--- config.mk ---
export PLATFORM = sky130hd
export DESIGN_NAME = bpu_ps_arbiter
export DESIGN_NICKNAME = d
export VERILOG_FILES = /design/src/rtl/bpu_ps_arbiter.sv
export SDC_FILE = /design/constraint.sdc
export NUM_CORES = 1
export LEC_CHECK = 0
export CAP_MARGIN = 20
export CORE_ASPECT_RATIO = 1.25
export CORE_MARGIN = 4
export CORE_UTILIZATION = 50
export CTS_BUF_LIST = sky130_fd_sc_hd__clkbuf_8
export CTS_CLUSTER_SIZE = 30
export DETAILED_ROUTE_END_ITERATION = 8
export PLACE_DENSITY_LB_ADDON = 0.3
export SLEW_MARGIN = 20
export SYNTH_ARGS = -nofsm -noshare
export SYNTH_HDL_FRONTEND = slang
export SYNTH_SLANG_ARGS = --single-unit
--- constraint.sdc ---
create_clock -name clk -period 2.47 [get_ports clk]
set_clock_uncertainty 0.2 [all_clocks]
set_input_delay 0.3705 -clock clk [delete_from_list [all_inputs] [get_ports clk]]
set_output_delay 0.3705 -clock clk [all_outputs]
set_load 0.05 [all_outputs]
--- src/rtl/bpu_ps_arbiter.sv ---
// Predictor-state RAM port arbiter: init sweep, update queue, read/write sharing.
// Optional read-after-write forwarding from the update queue: define BPU_PS_FWD_EN.
//
// state | meaning
// INIT  | writing weak-NT to every PS entry, one per cycle; RAM reads blocked
// RUN   | fetch reads and queued counter updates share the single RAM port
module bpu_ps_arbiter #(
  parameter int PS_SIZE = 8,
  parameter int UQ_LOG2 = 2
) (
  input  logic               clk,
  input  logic               reset,
  input  logic               bpu_flush,
  input  logic               fch_predict,
  input  logic [PS_SIZE-1:0] fch_addr_nxt,
  input  logic               wrb_update_bpu,
  input  logic               wrb_was_pred,
  input  logic [1:0]         wrb_ps_state,
  input  logic [PS_SIZE-1:0] wrb_ps_addr,
  input  logic               wrb_direction,
  input  logic [1:0]         ps_rd_data,
  output logic               ps_rd_en,
  output logic               ps_wr_en,
  output logic [PS_SIZE-1:0] ps_addr,
  output logic [1:0]         ps_wr_data,
  output logic [1:0]         fch_pred_state,
  output logic               fch_pred_valid,
  output logic               bpu_busy,
  output logic               uq_full
);

  localparam int UQ_DEPTH = 1 << UQ_LOG2;
  localparam logic [PS_SIZE-1:0] SWEEP_LAST = '1;
  localparam logic [1:0] WEAK_NT = 2'b01;

  typedef enum logic {INIT, RUN} state_t;

  state_t               state;
  logic [PS_SIZE-1:0]   sweep_cnt;
  logic [PS_SIZE+1:0]   uq_mem [UQ_DEPTH];
  logic [UQ_LOG2:0]     wr_ptr, rd_ptr, wr_nxt, rd_nxt;
  logic [UQ_LOG2-1:0]   wr_idx, rd_idx;
  logic [PS_SIZE+1:0]   uq_head;
  logic                 uq_full_r, uq_empty;
  logic                 rd_granted_r;
  logic                 active, run, rd_grant, pop, push;
  logic [1:0]           base, upd_state;

  assign wr_idx   = wr_ptr[UQ_LOG2-1:0];
  assign rd_idx   = rd_ptr[UQ_LOG2-1:0];
  assign uq_head  = uq_mem[rd_idx];
  assign uq_empty = (wr_ptr == rd_ptr);

  // Flush and reset both silence the port in the cycle they are asserted.
  assign active   = !reset && !bpu_flush;
  assign run      = active && (state == RUN);
  assign rd_grant = run && !uq_full_r && fch_predict;
  assign pop      = run && (uq_full_r || (!fch_predict && !uq_empty));
  assign push     = run && wrb_update_bpu;

  assign wr_nxt = wr_ptr + {{UQ_LOG2{1'b0}}, push};
  assign rd_nxt = rd_ptr + {{UQ_LOG2{1'b0}}, pop};

  always_comb begin
    base = wrb_was_pred ? wrb_ps_state : WEAK_NT;
    if (wrb_direction) upd_state = (base == 2'b11) ? base : base + 2'd1;
    else               upd_state = (base == 2'b00) ? base : base - 2'd1;
  end

  always_comb begin
    ps_rd_en   = 1'b0;
    ps_wr_en   = 1'b0;
    ps_addr    = '0;
    ps_wr_data = WEAK_NT;
    if (active && state == INIT) begin
      ps_wr_en = 1'b1;
      ps_addr  = sweep_cnt;
    end else if (pop) begin
      ps_wr_en   = 1'b1;
      ps_addr    = uq_head[PS_SIZE+1:2];
      ps_wr_data = uq_head[1:0];
    end else if (rd_grant) begin
      ps_rd_en = 1'b1;
      ps_addr  = fch_addr_nxt;
    end
  end

  always_ff @(posedge clk) begin
    if (reset || bpu_flush) begin
      state        <= INIT;
      sweep_cnt    <= '0;
      wr_ptr       <= '0;
      rd_ptr       <= '0;
      uq_full_r    <= 1'b0;
      rd_granted_r <= 1'b0;
      for (int i = 0; i < UQ_DEPTH; i++) uq_mem[i] <= '0;
    end else begin
      rd_granted_r <= rd_grant;
      if (state == INIT) begin
        sweep_cnt <= sweep_cnt + PS_SIZE'(1);
        if (sweep_cnt == SWEEP_LAST) state <= RUN;
      end
      wr_ptr    <= wr_nxt;
      rd_ptr    <= rd_nxt;
      uq_full_r <= ((wr_nxt ^ rd_nxt) == {1'b1, {UQ_LOG2{1'b0}}});
      if (push) uq_mem[wr_idx] <= {wrb_ps_addr, upd_state};
    end
  end

  assign uq_full        = uq_full_r;
  assign bpu_busy       = (state == INIT);
  assign fch_pred_valid = rd_granted_r;

`ifdef BPU_PS_FWD_EN
  logic [UQ_LOG2:0]   uq_count;
  logic [UQ_LOG2-1:0] slot;
  logic               fwd_hit, fwd_hit_r;
  logic [1:0]         fwd_state, fwd_state_r;

  assign uq_count = wr_ptr - rd_ptr;

  // Later matches overwrite earlier ones, so the youngest queued state wins;
  // the entry being pushed this cycle is younger than anything in the queue.
  always_comb begin
    fwd_hit   = 1'b0;
    fwd_state = WEAK_NT;
    slot      = rd_idx;
    for (int i = 0; i < UQ_DEPTH; i++) begin
      slot = rd_idx + i[UQ_LOG2-1:0];
      if (i < int'(uq_count) && uq_mem[slot][PS_SIZE+1:2] == fch_addr_nxt) begin
        fwd_hit   = 1'b1;
        fwd_state = uq_mem[slot][1:0];
      end
    end
    if (push && wrb_ps_addr == fch_addr_nxt) begin
      fwd_hit   = 1'b1;
      fwd_state = upd_state;
    end
  end

  always_ff @(posedge clk) begin
    if (reset || bpu_flush) begin
      fwd_hit_r   <= 1'b0;
      fwd_state_r <= WEAK_NT;
    end else begin
      fwd_hit_r   <= rd_grant && fwd_hit;
      fwd_state_r <= fwd_state;
    end
  end

  assign fch_pred_state = !rd_granted_r ? WEAK_NT : (fwd_hit_r ? fwd_state_r : ps_rd_data);
`else
  assign fch_pred_state = rd_granted_r ? ps_rd_data : WEAK_NT;
`endif

endmodule

# Yosys cells after proc, flatten, opt, wreduce, memory -nomap -nowiden
# Memories as Yosys holds them, arrays and structs flattened. A register that Yosys moved wholly into a read port is not among the register bits.
# Cells that the tools add are included.
[op_classes]
add_sub_neg = 5
multipliers = 0
div = 0
n_lt_le_gt_ge = 0
eq_ne = 4
shifts = 0
mux = 26
bitwise_logic = 2
n_reduce_logical = 17
[ops]
columns = ["cell", "count"]
rows = [
  ["2-to-1 mux 8 bit", 3],
  ["2-to-1 mux 2 bit", 9],
  ["2-to-1 mux 1 bit", 13],
  ["2-to-1 mux 10 bit", 1],
  ["OR reduction 10 bit", 1],
  ["adder 8 x 1 -> 8 bit (second input constant)", 1],
  ["equality test 8 bit (second input constant)", 1],
  ["logical AND 1 bit", 8],
  ["adder 3 x 1 -> 3 bit", 2],
  ["zero test 1 bit", 5],
  ["equality test 3 bit", 1],
  ["equality test 3 bit (second input constant)", 1],
  ["bitwise XOR 3 bit", 1],
  ["adder 2 x 1 -> 2 bit (second input constant)", 1],
  ["equality test 2 bit (second input constant)", 1],
  ["zero test 2 bit", 1],
  ["logical OR 1 bit", 2],
  ["subtractor 2 x 1 -> 2 bit (second input constant)", 1],
  ["NOT 1 bit", 1],
]
[word_totals]
ff_bits = 17
latch_bits = 0
ram_bits = 40
romBits = 0
in_bits = 27
output_inout_bits = 17
elab_cells = 61
n_memories = 1
[mem_list]
columns = ["name", "words", "width", "rd", "rd_ports_with_merged_regs", "wr", "line", "rtl"]
rows = [
  ["uq_mem", 4, 10, 1, 1, 4, "40", "logic [PS_SIZE+1:0] uq_mem [UQ_DEPTH];"],
]

# Longest topological paths before layout
# Gate-level depths: netlist (run 1).
[logic_depth]
word_depth = 9
ltp_mapped = 11
depth_no_buf = 9

# Least setup slack after synthesis (run 1)
# OpenSTA, ideal clock, no wires.
[synth_timing]
path_type = "register to output"
startpoint = "register uq_full_r, in the netlist uq_full"
endpoint = "output ps_rd_en"
arrival_time_ns = 1.917
required_time_ns = 1.899
path_slack_ns = -0.018
path_stages_with_launch = 3
cell_sequence = "dfxtp_1 nand2b_1 nor3_1"
[synth_between]
elab_chain_len = 6
[synth_rtl]
columns = ["item", "line", "rtl"]
rows = [
  ["start: declaration", "44", "logic uq_full_r, uq_empty;"],
  ["start signal: assignment", "105", "uq_full_r <= ((wr_nxt ^ rd_nxt) == {1'b1, {UQ_LOG2{1'b0}}});"],
  ["zero test 1 bit", "57", "assign rd_grant = run && !uq_full_r && fch_predict;"],
  ["logical AND 1 bit (2 in a row)", "57", ""],
  ["2-to-1 mux 1 bit", "82", "end else if (rd_grant) begin"],
  ["2-to-1 mux 1 bit *", "78", "end else if (pop) begin"],
  ["2-to-1 mux 1 bit *", "75", "if (active && state == INIT) begin"],
  ["end: declaration", "22", "output logic ps_rd_en,"],
]
# Every way passes the cells marked *; elsewhere a longest branch is shown, timed or not.

# Worst setup path in the final report (run 1)
[layout_timing]
startpoint = "register wr_ptr[1]"
endpoint = "output ps_addr[3]"
[layout_between]
elab_chain_len = 7
[layout_rtl]
columns = ["item", "line", "rtl"]
rows = [
  ["start: declaration", "41", "logic [UQ_LOG2:0] wr_ptr, rd_ptr, wr_nxt, rd_nxt;"],
  ["start signal: assignment", "103", "wr_ptr <= wr_nxt;"],
  ["equality test 3 bit", "52", "assign uq_empty = (wr_ptr == rd_ptr);"],
  ["zero test 1 bit", "58", "assign pop = run && (uq_full_r || (!fch_predict && !uq_empty));"],
  ["logical AND 1 bit", "58", ""],
  ["logical OR 1 bit", "58", ""],
  ["logical AND 1 bit", "58", ""],
  ["2-to-1 mux 8 bit", "78", ""],
  ["2-to-1 mux 8 bit", "75", ""],
  ["end: declaration", "24", "output logic [PS_SIZE-1:0] ps_addr,"],
]
# Every way passes these cells.

==> summary.txt, run 1 <==
Die
  – Die height: 93.5 um
  – Total Die Area: 7140 um^2
  – Initial core utilization: 52.6%
  – Std-Cell Rows: 30
  – I/O pin cnt: 44
  – Width of the die: 76.4 um
  – Core Region: 5560 um^2

STA
  – Unrepaired setup endpoints after global routing: true
  – Final cycle utilization of the critical path: 98.8%
  – Final critical delay including setup and external delays: 2.44 ns
  – Total negative slack for setup checks: 0 ns
  – Slew Limit Headroom: 65.8%
  – Slew @ Worst Pin: 0.512 ns
  – Final setup slack of the worst path: 0.0307 ns
  – Final number of hold-violating endpoints: 0
  – Max-slew violations: 0
  – Achievable frequency: 410 MHz
  – Final number of setup-violating endpoints: 0

Synth
  – Post-synthesis sequential area ratio: 52.7%
  – Dominant cells by area after synthesis: sky130_fd_sc_hd__edfxtp_1, sky130_fd_sc_hd__dfxtp_1, sky130_fd_sc_hd__and2_1, sky130_fd_sc_hd__mux4_2, sky130_fd_sc_hd__nand2_1
  – Cell taking the most area after synthesis: sky130_fd_sc_hd__edfxtp_1
  – Yosys synthesis warning count: 0
  – Yosys cell types: 40
  – Share of the synthesized area in the top cell type: 41.1%
  – Syn_nets: 282
  – Gate Count Post-Synth: 250
  – Avg Cell Area, Syn: 11.7 um^2
  – Netlist area before placement: 2920 um^2
  – Number of flip-flops and latches in the synthesized netlist: 57

Clocking
  – CTS sink cnt: 57
  – TritonCTS clock tree: built
  – Worst skew pair latency: 0.32 ns
  – Maximum level of the CTS H-tree: 3
  – Clock slew at reported path FFs: 0.07 ns
  – Count of hold-fix buffers inserted at cts: 0
  – Longest Clk Path Bufs: 2
  – Total clock buffers created by CTS: 9
  – Clock root buffer: sky130_fd_sc_hd__clkbuf_8

Placed design
  – Port bufs: 43
  – Placed Cells incl. Taps: 370
  – Post-DP HPWL: 4.36 mm
  – Worst slack at placement: -0.0560 ns
  – Final weighted congestion of routability-driven global placement: 0.799

Outcome
  – Run status: complete, no violations

Pwr
  – Peak supply drop: 0.505 mV
  – Power density over the cells: 522 nW/um^2
  – Total leakage power: 1.56 nW
  – Final Total Pwr: 2.08 mW

Route
  – Number of remaining DRC errors: 0
  – Number of violations reported at the end of detailed-routing iteration 0: 108
  – Count of nets left with antenna violations after detail routing: 0
  – First drt pass iteration count: 4
  – Final routed wire length divided by cell count: 16.6 um
  – Via/cell ratio: 5.52
  – Total length of routed wires: 6.47 mm
  – Overall via count from detail_route: 2,154

Setup path
  – Worst EP required: 1.90 ns
  – Kind of start point of the critical path: register
  – Worst Path Max Fanout: 5
  – Critical Path AT: 1.87 ns
  – Category of the worst setup path capture point: output pin
  – Crit Path Category: register to output pin

Cells and area
  – # diodes: 0
  – Fin cells: 390
  – Nets: 353
  – Share of final-layout standard cells stronger than drive strength 1: 28.5%
  – Area added between synthesis and finish: 36.0%

Hold path
  – Class of the tightest hold or removal check: register to register

Global routing
  – Via count of the first global-routing pass: 2,210
  – Overflow left after global routing: 0
  – First-pass GRT wire length: 10.4 mm
  – Maximum number of pins on one net before global-route repair: 22
  – Overall fraction of global-route tracks in use: 18.8%
  – Number of antenna violations at the first check in global routing: 0

Flow run
  – Maximum Capacitance Violations: 0
where the power goes:
| group | leakage [nW] | switching (mW) | internal (mW) |
|---|---|---|---|
| sequential | 0.584 | 0.00927 | 1.05 |
| combinational | 0.882 | 0.0969 | 0.105 |
| clock | 0.0962 | 0.362 | 0.456 |
| total | 1.56 | 0.468 | 1.61 |
synth_stat cells (all sizes together):
| cell | instances |
|---|---|
| o22ai | 8 |
| nor2 | 19 |
| o21ai | 2 |
| a21boi | 1 |
| nand3b | 10 |
| nand4b | 1 |
| mux4 | 10 |
| or4 | 1 |
| dfxtp | 17 |
| a21oi | 19 |
| inv | 5 |
| mux2i | 1 |
| nand2 | 25 |
| or2 | 2 |
| edfxtp | 40 |
| xnor2 | 6 |
| ha | 5 |
| nor2b | 2 |
| nor3b | 2 |
| buf | 5 |
| maj3 | 1 |
| or3 | 2 |
| a21o | 1 |
| xor2 | 8 |
| nand3 | 4 |
| nor4 | 1 |
| nand4 | 1 |
| nor3 | 5 |
| clkbuf | 7 |
| nand2b | 2 |
| and2 | 37 |
metal layers:
layer / share of wire [%] / GRT usage (%) / vias to the layer above
li1: - / - / 1034
met1: 38 / 21.0 / 1036
met2: 55 / 34.5 / 71
met3: 5.6 / 3.66 / 13
met4: 2.0 / 8.46 / 0
met5: 0 / 0 / -
worst max-delay path, stage by stage (launching register included):
cell,delay (ns)
sky130_fd_sc_hd__dfxtp_2,0.32
sky130_fd_sc_hd__xor2_1,0.15
sky130_fd_sc_hd__or4_4,0.52
sky130_fd_sc_hd__nand4_4,0.16
sky130_fd_sc_hd__clkbuf_16,0.17
sky130_fd_sc_hd__a21oi_2,0.06
sky130_fd_sc_hd__buf_12,0.15
repair_timing:
action / 4_1_cts / 5_1_grt
hold endpoints to repair: 0 / 0
setup endpoints to repair: 9 / 11
setup buffers: 2 / 1
pin swaps: 1 / 1
cloned: 0 / 1
resized for setup: 2 / 7
stage by stage:
stage	hold slack (ns)	instance area, um^2	util (%)
global placement	0.289	3710	66.7
CTS	0.316	3920	70.5
finish	0.341	3980	71.6
detailed placement	0.305	3710	66.7
global route	0.353	3980	71.6
floorplan	0.271	2930	-
worst paths after layout:
path                startpoint           end  slack, ns  depth (start not counted)
setup reg to reg     wr_ptr[1]       uq_full       0.07                          8
hold / removal    sweep_cnt[5]  sweep_cnt[5]       0.34                          2
setup / recovery     wr_ptr[1]    ps_addr[3]       0.03                          6
hold reg to reg   sweep_cnt[5]  sweep_cnt[5]       0.34                          2
flip-flops by register name (all words and copies together) (netlist names):
| name | flops |
|---|---|
| fch_pred_valid | 1 |
| rd_ptr | 3 |
| state | 1 |
| sweep_cnt | 8 |
| uq_full | 1 |
| uq_mem | 40 |
| wr_ptr | 3 |
cell usage in the layout (no fill, tap or decap), types with 3 or more instances in the layout:
cell,Yosys,routed
sky130_fd_sc_hd__clkdlybuf4s50_1,0,29
sky130_fd_sc_hd__clkinv_2,0,3
sky130_fd_sc_hd__inv_2,3,3
sky130_fd_sc_hd__xor2_1,8,8
sky130_fd_sc_hd__a21oi_2,8,7
sky130_fd_sc_hd__buf_4,0,25
sky130_fd_sc_hd__a21oi_1,11,11
sky130_fd_sc_hd__nand3_1,3,3
sky130_fd_sc_hd__buf_12,1,15
sky130_fd_sc_hd__and2_1,37,37
sky130_fd_sc_hd__nor3_1,4,3
sky130_fd_sc_hd__dfxtp_2,0,3
sky130_fd_sc_hd__xnor2_1,6,6
sky130_fd_sc_hd__clkbuf_8,0,9
sky130_fd_sc_hd__nand3b_1,10,10
sky130_fd_sc_hd__mux4_2,10,10
sky130_fd_sc_hd__edfxtp_1,40,40
sky130_fd_sc_hd__o22ai_1,8,8
sky130_fd_sc_hd__dfxtp_1,17,14
sky130_fd_sc_hd__nand2_1,24,24
sky130_fd_sc_hd__inv_1,2,3
sky130_fd_sc_hd__nor2_1,18,18
sky130_fd_sc_hd__ha_1,5,5
cell type report:
cell class | instances | area [um^2]
clock buffers | 9 | 124
well taps | 64 | 80.1
clock inverters | 7 | 63.8
fillers | 403 | 1580
multi-input cells | 176 | 1310
inverters | 5 | 18.8
repair buffers | 72 | 833
flip-flops and latches | 57 | 1550
cells by family (layout without fill, tap and decap cells):
family | Yosys count | in the layout | synth area share, %
AO/OA/AOI/OAI | 31 | 31 | 6.85
flip-flops | 57 | 57 | 52.7
XOR/XNOR | 14 | 14 | 4.20
AND/OR/NAND/NOR | 114 | 114 | 22.6
multiplexers | 11 | 11 | 8.05
adder cells (fa/ha/maj) | 6 | 6 | 2.48
buffers and inverters | 17 | 93 | 3.13
No activity file was read; power rests on OpenSTA's default activity.
==> run 2, diff against run 1 <==
Settings changed: ABC_AREA from default to 1, CORE_UTILIZATION 50 to 51, TNS_END_PERCENT from default to 30.
==> summary.txt, run 2 <==
STA
  – Slew @ Worst Pin: 0.501 ns (was 0.512 ns)
  – Final cycle utilization of the critical path: 98.2% (was 98.8%)
  – Slew Limit Headroom: 66.5% (was 65.8%)
  – Final number of hold-violating endpoints: 0 (unchanged)
  – Final critical delay including setup and external delays: 2.43 ns (was 2.44 ns)
  – Max-slew violations: 0 (unchanged)
  – Achievable frequency: 412 MHz (was 410 MHz)
  – Final number of setup-violating endpoints: 0 (unchanged)
  – Worst hold slack: 0.301 ns (was 0.341 ns)

Hold path
  – Hold worst-path end: sweep_cnt[6] (was sweep_cnt[5])
  – Class of the tightest hold or removal check: register to register (unchanged)
  – Start point of the worst min-delay path: sweep_cnt[6] (was sweep_cnt[5])
  – Number of cells traversed by the worst hold path: 2 (unchanged)

Clocking
  – Clock slew at reported path FFs: 0.07 ns (about the same)
  – Clock root buffer: sky130_fd_sc_hd__clkbuf_8 (unchanged)
  – TritonCTS clock tree: built (unchanged)
  – Worst skew pair latency: 0.33 ns (was 0.32 ns)
  – Maximum level of the CTS H-tree: 3 (unchanged)
  – Total clock buffers created by CTS: 9 (unchanged)
  – CTS sink cnt: 57 (unchanged)
  – Longest Clk Path Bufs: 2 (unchanged)

Die
  – Die height: 94.6 um (was 93.5 um)
  – I/O pin cnt: 44 (unchanged)
  – Initial core utilization: 52.6% (about the same)
  – Core Region: 5820 um^2 (was 5560 um^2)
  – Width of the die: 77.3 um (was 76.4 um)
  – Total Die Area: 7310 um^2 (was 7140 um^2)
  – Std-Cell Rows: 31 (was 30)

Pwr
  – Sw Ratio: 23.0% (was 22.5%)
  – Peak supply drop: 0.348 mV (was 0.505 mV)
  – Power density over the cells: 491 nW/um^2 (was 522 nW/um^2)
  – Switching power: 438 uW (was 468 uW)
  – Int Pwr: 1.46 mW (was 1.61 mW)
  – Sequential share of power: 56.0% (was 50.9%)
  – Power share of the combinational group: 7.5% (was 9.7%)
  – Share of power burned in the clock network: 36.5% (was 39.4%)
  – Total leakage power: 1.73 nW (was 1.56 nW)

Route
  – Number of violations reported at the end of detailed-routing iteration 0: 135 (was 108)
  – First drt pass iteration count: 4 (unchanged)
  – Final routed wire length divided by cell count: 13.1 um (was 16.6 um)
  – Number of remaining DRC errors: 0 (unchanged)
  – Overall via count from detail_route: 2,449 (was 2,154)
  – Count of nets left with antenna violations after detail routing: 0 (unchanged)
  – Total length of routed wires: 6.59 mm (was 6.47 mm)
  – Via/cell ratio: 4.88 (was 5.52)

Global routing
  – Number of antenna violations at the first check in global routing: 0 (unchanged)
  – Maximum number of pins on one net before global-route repair: 21 (was 22)
  – Overall fraction of global-route tracks in use: 19.7% (was 18.8%)
  – First-pass GRT wire length: 10.9 mm (was 10.4 mm)
  – Overflow left after global routing: 0 (unchanged)
  – Via count of the first global-routing pass: 2,338 (was 2,210)

Synth
  – Gate Count Post-Synth: 373 (was 250)
  – Most used flip-flop cell after synthesis: sky130_fd_sc_hd__edfxtp_1 (unchanged)
  – Post-synth EDFFs: 40 (unchanged)
  – Most common library cells after synthesis: sky130_fd_sc_hd__nand2_1, sky130_fd_sc_hd__inv_1, sky130_fd_sc_hd__nor2_1, sky130_fd_sc_hd__edfxtp_1, sky130_fd_sc_hd__nand3_1 (was sky130_fd_sc_hd__edfxtp_1, sky130_fd_sc_hd__and2_1, sky130_fd_sc_hd__nand2_1, sky130_fd_sc_hd__nor2_1, sky130_fd_sc_hd__dfxtp_1)
  – Yosys cell types: 27 (was 40)
  – Cell taking the most area after synthesis: sky130_fd_sc_hd__edfxtp_1 (unchanged)
  – Post-synthesis sequential area ratio: 50.4% (was 52.7%)
  – Yosys synthesis warning count: 0 (unchanged)
  – Netlist area before placement: 3060 um^2 (was 2920 um^2)
  – Number of flip-flops and latches in the synthesized netlist: 57 (unchanged)
  – Most repeated cell in the gate-level netlist after synthesis: sky130_fd_sc_hd__nand2_1 (was sky130_fd_sc_hd__edfxtp_1)
  – Fraction of registers with async set/reset: 0% (unchanged)
  – Dominant cells by area after synthesis: sky130_fd_sc_hd__edfxtp_1, sky130_fd_sc_hd__dfxtp_1, sky130_fd_sc_hd__nand2_1, sky130_fd_sc_hd__inv_1, sky130_fd_sc_hd__nor2_1 (was sky130_fd_sc_hd__edfxtp_1, sky130_fd_sc_hd__dfxtp_1, sky130_fd_sc_hd__and2_1, sky130_fd_sc_hd__mux4_2, sky130_fd_sc_hd__nand2_1)
  – Avg Cell Area, Syn: 8.20 um^2 (was 11.7 um^2)
  – Syn_nets: 405 (was 282)
  – Share of the synthesized area in the top cell type: 39.2% (was 41.1%)

Setup path
  – Reg-to-reg setup timing slack: 0.20 ns (was 0.07 ns)
  – Worst EP required: 1.90 ns (about the same)
  – Worst reg2reg path depth: 12 (was 8)
  – Critical Path AT: 1.85 ns (was 1.87 ns)
  – Kind of start point of the critical path: primary input (was register)
  – Category of the worst setup path capture point: output pin (unchanged)
  – Critical path origin: reset (was wr_ptr[1])
  – Crit Path Category: primary input to output pin (was register to output pin)
  – Reg2Reg Capture Point: uq_full (unchanged)
  – Origin of the critical flop-to-flop path: wr_ptr[0] (was wr_ptr[1])
  – Worst Path Max Fanout: 8 (was 5)

Cells and area
  – Biggest register: uq_mem (unchanged)
  – Area added between synthesis and finish: 26.7% (was 36.0%)
  – Most common cell after layout, fill and taps aside: sky130_fd_sc_hd__nand2_1 (was sky130_fd_sc_hd__edfxtp_1)
  – # diodes: 0 (unchanged)
  – Largest registers ranked by flip-flop count: uq_mem x40, sweep_cnt x8 (unchanged)
  – Post-layout util: 66.6% (was 71.6%)
  – Most frequent cells in the layout: sky130_fd_sc_hd__nand2_1, sky130_fd_sc_hd__inv_1, sky130_fd_sc_hd__nor2_1 (was sky130_fd_sc_hd__edfxtp_1, sky130_fd_sc_hd__and2_1, sky130_fd_sc_hd__clkdlybuf4s50_1)
  – Fin cells: 502 (was 390)
  – Flip-flop count of the largest register after layout: 40 (unchanged)
  – Share of final-layout standard cells stronger than drive strength 1: 16.5% (was 28.5%)
  – Nets: 463 (was 353)

Outcome
  – Run status: complete, no violations (unchanged)

Flow run
  – Maximum Capacitance Violations: 0 (unchanged)

Placed design
  – Final weighted congestion of routability-driven global placement: 0.900 (was 0.799)
  – Port bufs: 43 (unchanged)
  – Post-DP HPWL: 4.71 mm (was 4.36 mm)
  – Placed Cells incl. Taps: 485 (was 370)
-- run 2: area by class of cell --
class	instances	area [um^2]
Multi-Input combinational cell	235	1170
Clock inverter	7	28.8
Sequential cell	57	1540
Clock buffer	9	124
Inverter	68	256
Timing Repair Buffer	60	673
Fill cell	461	1940
Tap cell	66	82.6
-- run 2: worst max-delay path by stage --
stage,endpoint,slack (ns),cells after the start
4_1_cts,ps_addr[5],0.02,7
3_5_place_dp,ps_addr[5],0.03,7
6_report,ps_addr[4],0.04,8
2_1_floorplan,ps_wr_data[1],-0.05,4
5_1_grt,ps_addr[7],-0.005,8
3_3_place_gp,ps_addr[6],0.06,7
-- run 2: repair_timing --
item,in CTS,in global routing
gates resized for setup,0,2
setup buffers,0,1
endpoints found under the setup margin,0,8
endpoints found under the hold margin,0,0
hold buffers,0,0
-- run 2: per-layer routing --
layer | routed length, um | up-vias | GRT usage, % | share of wire (%)
met4 | 181 | 0 | 10.7 | 2.7
met3 | 354 | 11 | 5.06 | 5.4
li1 | - | 1272 | - | -
met5 | 0 | - | 0 | 0
met2 | 3370 | 64 | 35.2 | 51
met1 | 2690 | 1102 | 21.4 | 41
-- run 2: critical path, stage by stage --
cell and delay (ns):
sky130_fd_sc_hd__clkdlybuf4s50_1 0.44, sky130_fd_sc_hd__nor2_4 0.21, sky130_fd_sc_hd__nand2_4 0.10, sky130_fd_sc_hd__nor3_4 0.26
sky130_fd_sc_hd__buf_12 0.15, sky130_fd_sc_hd__nand2_1 0.05, sky130_fd_sc_hd__nand3_1 0.12, sky130_fd_sc_hd__buf_12 0.15
-- run 2: per-stage QoR --
| stage | area [um^2] | setup WS [ns] | TNS, ns | total power, mW |
|---|---|---|---|---|
| after floorplan | 3060 | -0.0502 | -0.0502 | 1.15 |
| after global placement | 3690 | 0.0595 | 0 | 1.22 |
| after detailed placement | 3690 | 0.0270 | 0 | 1.23 |
| after CTS | 3850 | 0.0179 | 0 | 1.92 |
| after global routing | 3880 | -0.00519 | -0.00589 | 1.98 |
| final | 3880 | 0.0445 | 0 | 1.90 |
-- run 2: cell families after synthesis --
logic type,count (synthesis),share of synthesized area [%]
flops,57,50.4
xor+xnor,5,1.43
fa+ha+maj,5,2.04
compound gates,19,3.27
simple gates,206,31.2
buf+inv,81,11.7
-- run 2: power by group through the flow --
stage / clock network, mW / registers [mW] / logic (mW)
floorplan: 0 / 1.08 / 0.0715
global placement: 0 / 1.08 / 0.141
detailed placement: 0 / 1.08 / 0.144
CTS: 0.712 / 1.06 / 0.145
global route: 0.750 / 1.07 / 0.159
finish: 0.694 / 1.06 / 0.143
==> run 3, diff against run 2 <==
Settings changed: CORE_MARGIN 4 to 8, HOLD_SLACK_MARGIN from default to 0.05.
==> summary.txt, run 3 (same netlist as run 2, synthesis figures left out) <==
Outcome
  – Run status: complete, no violations (unchanged)

Die
  – Total Die Area: 8750 um^2 (was 7310 um^2)
  – Initial core utilization: 52.6% (unchanged)
  – Core Region: 5820 um^2 (unchanged)
  – Die height: 103 um (was 94.6 um)
  – Width of the die: 85.3 um (was 77.3 um)
  – Std-Cell Rows: 31 (unchanged)
  – I/O pin cnt: 44 (unchanged)

Setup path
  – Worst EP required: 1.90 ns (about the same)
  – Category of the worst setup path capture point: output pin (unchanged)
  – Critical Path AT: 1.78 ns (was 1.85 ns)
  – Critical path origin: reset (unchanged)
  – Origin of the critical flop-to-flop path: wr_ptr[0] (unchanged)
  – Worst-path cell with the longest stage delay: sky130_fd_sc_hd__clkdlybuf4s50_1 (unchanged)
  – Kind of start point of the critical path: primary input (unchanged)
  – Worst Path Max Fanout: 8 (unchanged)
  – Crit Path Category: primary input to output pin (unchanged)
  – Longest individual stage delay on the worst path: 0.45 ns (was 0.44 ns)
  – Cells along the critical path: clkdlybuf4s50_1 -> nor2_4 -> nand2_4 -> nor2_4 -> buf_4 -> nand3_1 -> nand3_1 -> buf_12 (was clkdlybuf4s50_1 -> nor2_4 -> nand2_4 -> nor3_4 -> buf_12 -> nand2_1 -> nand3_1 -> buf_12)
  – Crit path buffers/inverters: 3 (unchanged)
  – CP top delay family: buffers and inverters (was simple AND/OR/NAND/NOR gates)

Cells and area
  – Fin cells: 505 (was 502)
  – Post-layout util: 68.2% (was 66.6%)
  – # diodes: 0 (unchanged)
  – Nets: 466 (was 463)
  – Most common cell after layout, fill and taps aside: sky130_fd_sc_hd__nand2_1 (unchanged)
  – Flip-flop count of the largest register after layout: 40 (unchanged)
  – Largest registers ranked by flip-flop count: uq_mem x40, sweep_cnt x8 (unchanged)
  – Area added between synthesis and finish: 29.6% (was 26.7%)
  – Share of final-layout standard cells stronger than drive strength 1: 18.5% (was 16.5%)
  – Biggest register: uq_mem (unchanged)
  – Most frequent cells in the layout: sky130_fd_sc_hd__nand2_1, sky130_fd_sc_hd__inv_1, sky130_fd_sc_hd__nor2_1 (unchanged)

Global routing
  – Number of antenna violations at the first check in global routing: 0 (unchanged)
  – Overflow left after global routing: 0 (unchanged)
  – Overall fraction of global-route tracks in use: 17.7% (was 19.7%)
  – Via count of the first global-routing pass: 2,491 (was 2,338)
  – Maximum number of pins on one net before global-route repair: 21 (unchanged)
  – First-pass GRT wire length: 11.8 mm (was 10.9 mm)

Route
  – First drt pass iteration count: 4 (unchanged)
  – Final routed wire length divided by cell count: 13.8 um (was 13.1 um)
  – Overall via count from detail_route: 2,522 (was 2,449)
  – Via/cell ratio: 4.99 (was 4.88)
  – Count of nets left with antenna violations after detail routing: 0 (unchanged)
  – Number of remaining DRC errors: 0 (unchanged)
  – Number of violations reported at the end of detailed-routing iteration 0: 130 (was 135)
  – Total length of routed wires: 6.95 mm (was 6.59 mm)

Clocking
  – Maximum level of the CTS H-tree: 3 (unchanged)
  – Worst skew pair latency: 0.34 ns (was 0.33 ns)
  – Total clock buffers created by CTS: 9 (unchanged)
  – TritonCTS clock tree: built (unchanged)
  – Count of hold-fix buffers inserted at cts: 0 (unchanged)
  – Clock root buffer: sky130_fd_sc_hd__clkbuf_8 (unchanged)
  – Clock slew at reported path FFs: 0.06 ns (was 0.07 ns)
  – CTS sink cnt: 57 (unchanged)
  – Longest Clk Path Bufs: 2 (unchanged)

Pwr
  – Power density over the cells: 566 nW/um^2 (was 491 nW/um^2)
  – Total leakage power: 1.77 nW (was 1.73 nW)
  – Peak supply drop: 0.403 mV (was 0.348 mV)

STA
  – Slew @ Worst Pin: 0.507 ns (was 0.501 ns)
  – Final cycle utilization of the critical path: 95.2% (was 98.2%)
  – Max-slew violations: 0 (unchanged)
  – Achievable frequency: 425 MHz (was 412 MHz)
  – Total negative slack for setup checks: 0 ns (unchanged)
  – Final number of hold-violating endpoints: 0 (unchanged)
  – Worst hold slack: 0.299 ns (was 0.301 ns)
  – Final setup slack of the worst path: 0.118 ns (was 0.0445 ns)
  – Slew Limit Headroom: 66.1% (was 66.5%)
  – Final critical delay including setup and external delays: 2.35 ns (was 2.43 ns)
  – Final number of setup-violating endpoints: 0 (unchanged)

Placed design
  – Final weighted congestion of routability-driven global placement: 0.820 (was 0.900)
  – Port bufs: 43 (unchanged)
  – Post-DP HPWL: 4.89 mm (was 4.71 mm)
  – Placed Cells incl. Taps: 487 (was 485)
  – Worst slack at placement: 0.0488 ns (was 0.0270 ns)

Hold path
  – Start point of the worst min-delay path: sweep_cnt[6] (unchanged)
  – Class of the tightest hold or removal check: register to register (unchanged)

Flow run
  – Maximum Capacitance Violations: 0 (unchanged)
## run 3: final timing paths
path | endpoint | slack [ns] | cells after the start
worst max-delay path | ps_addr[4] | 0.12 | 8
worst min-delay path | sweep_cnt[6] | 0.30 | 2
worst max register to register | uq_full | 0.38 | 12
worst min register to register | sweep_cnt[6] | 0.30 | 2
## run 3: worst register-to-register path, stage by stage, from the launching register on
cell and delay, ns:
sky130_fd_sc_hd__dfxtp_2 0.39, sky130_fd_sc_hd__inv_1 0.08, sky130_fd_sc_hd__nand2_1 0.06, sky130_fd_sc_hd__nand2_1 0.04
sky130_fd_sc_hd__nor2_1 0.13, sky130_fd_sc_hd__nand2_2 0.14, sky130_fd_sc_hd__nand2_2 0.12, sky130_fd_sc_hd__inv_2 0.05
sky130_fd_sc_hd__ha_1 0.17, sky130_fd_sc_hd__ha_1 0.31, sky130_fd_sc_hd__xnor2_1 0.16, sky130_fd_sc_hd__o211ai_1 0.10
sky130_fd_sc_hd__nor2_1 0.09
## run 3: what timing repair did
item,4_1_cts,5_1_grt
resized for setup,0,5
endpoints found under the setup margin,0,12
buffers inserted,0,2
## run 3: routing by layer
layer | vias to the layer above | GRT usage (%) | wire length, um | part of all wire [%]
met3 | 14 | 4.78 | 464 | 6.7
li1 | 1287 | - | - | -
met5 | - | 0 | 0 | 0
met1 | 1139 | 19.2 | 2760 | 40
met4 | 0 | 10.8 | 189 | 2.7
met2 | 82 | 30.5 | 3540 | 51
## run 3: final cells by class
| cell class | count | area (um^2) |
|---|---|---|
| Sequential cell | 57 | 1550 |
| Clock buffer | 9 | 124 |
| Multi-Input combinational cell | 235 | 1160 |
| Fill cell | 485 | 1850 |
| Tap cell | 66 | 82.6 |
| Timing Repair Buffer | 63 | 683 |
| Inverter | 68 | 256 |
| Clock inverter | 7 | 110 |
## run 3: where the power goes
group / switching, mW / total, mW / internal [mW]
Clock: 0.373 / 1.03 / 0.661
Sequential: 0.0105 / 1.06 / 1.05
Combinational: 0.0765 / 0.147 / 0.0710
Total: 0.460 / 2.25 / 1.79
## run 3: through the flow
| stage | instance area, um^2 | power [mW] |
|---|---|---|
| 2_1_floorplan | 3060 | 1.15 |
| 3_3_place_gp | 3710 | 1.23 |
| 3_5_place_dp | 3710 | 1.23 |
| 4_1_cts | 3940 | 2.26 |
| 5_1_grt | 3970 | 2.31 |
| 6_report | 3970 | 2.25 |
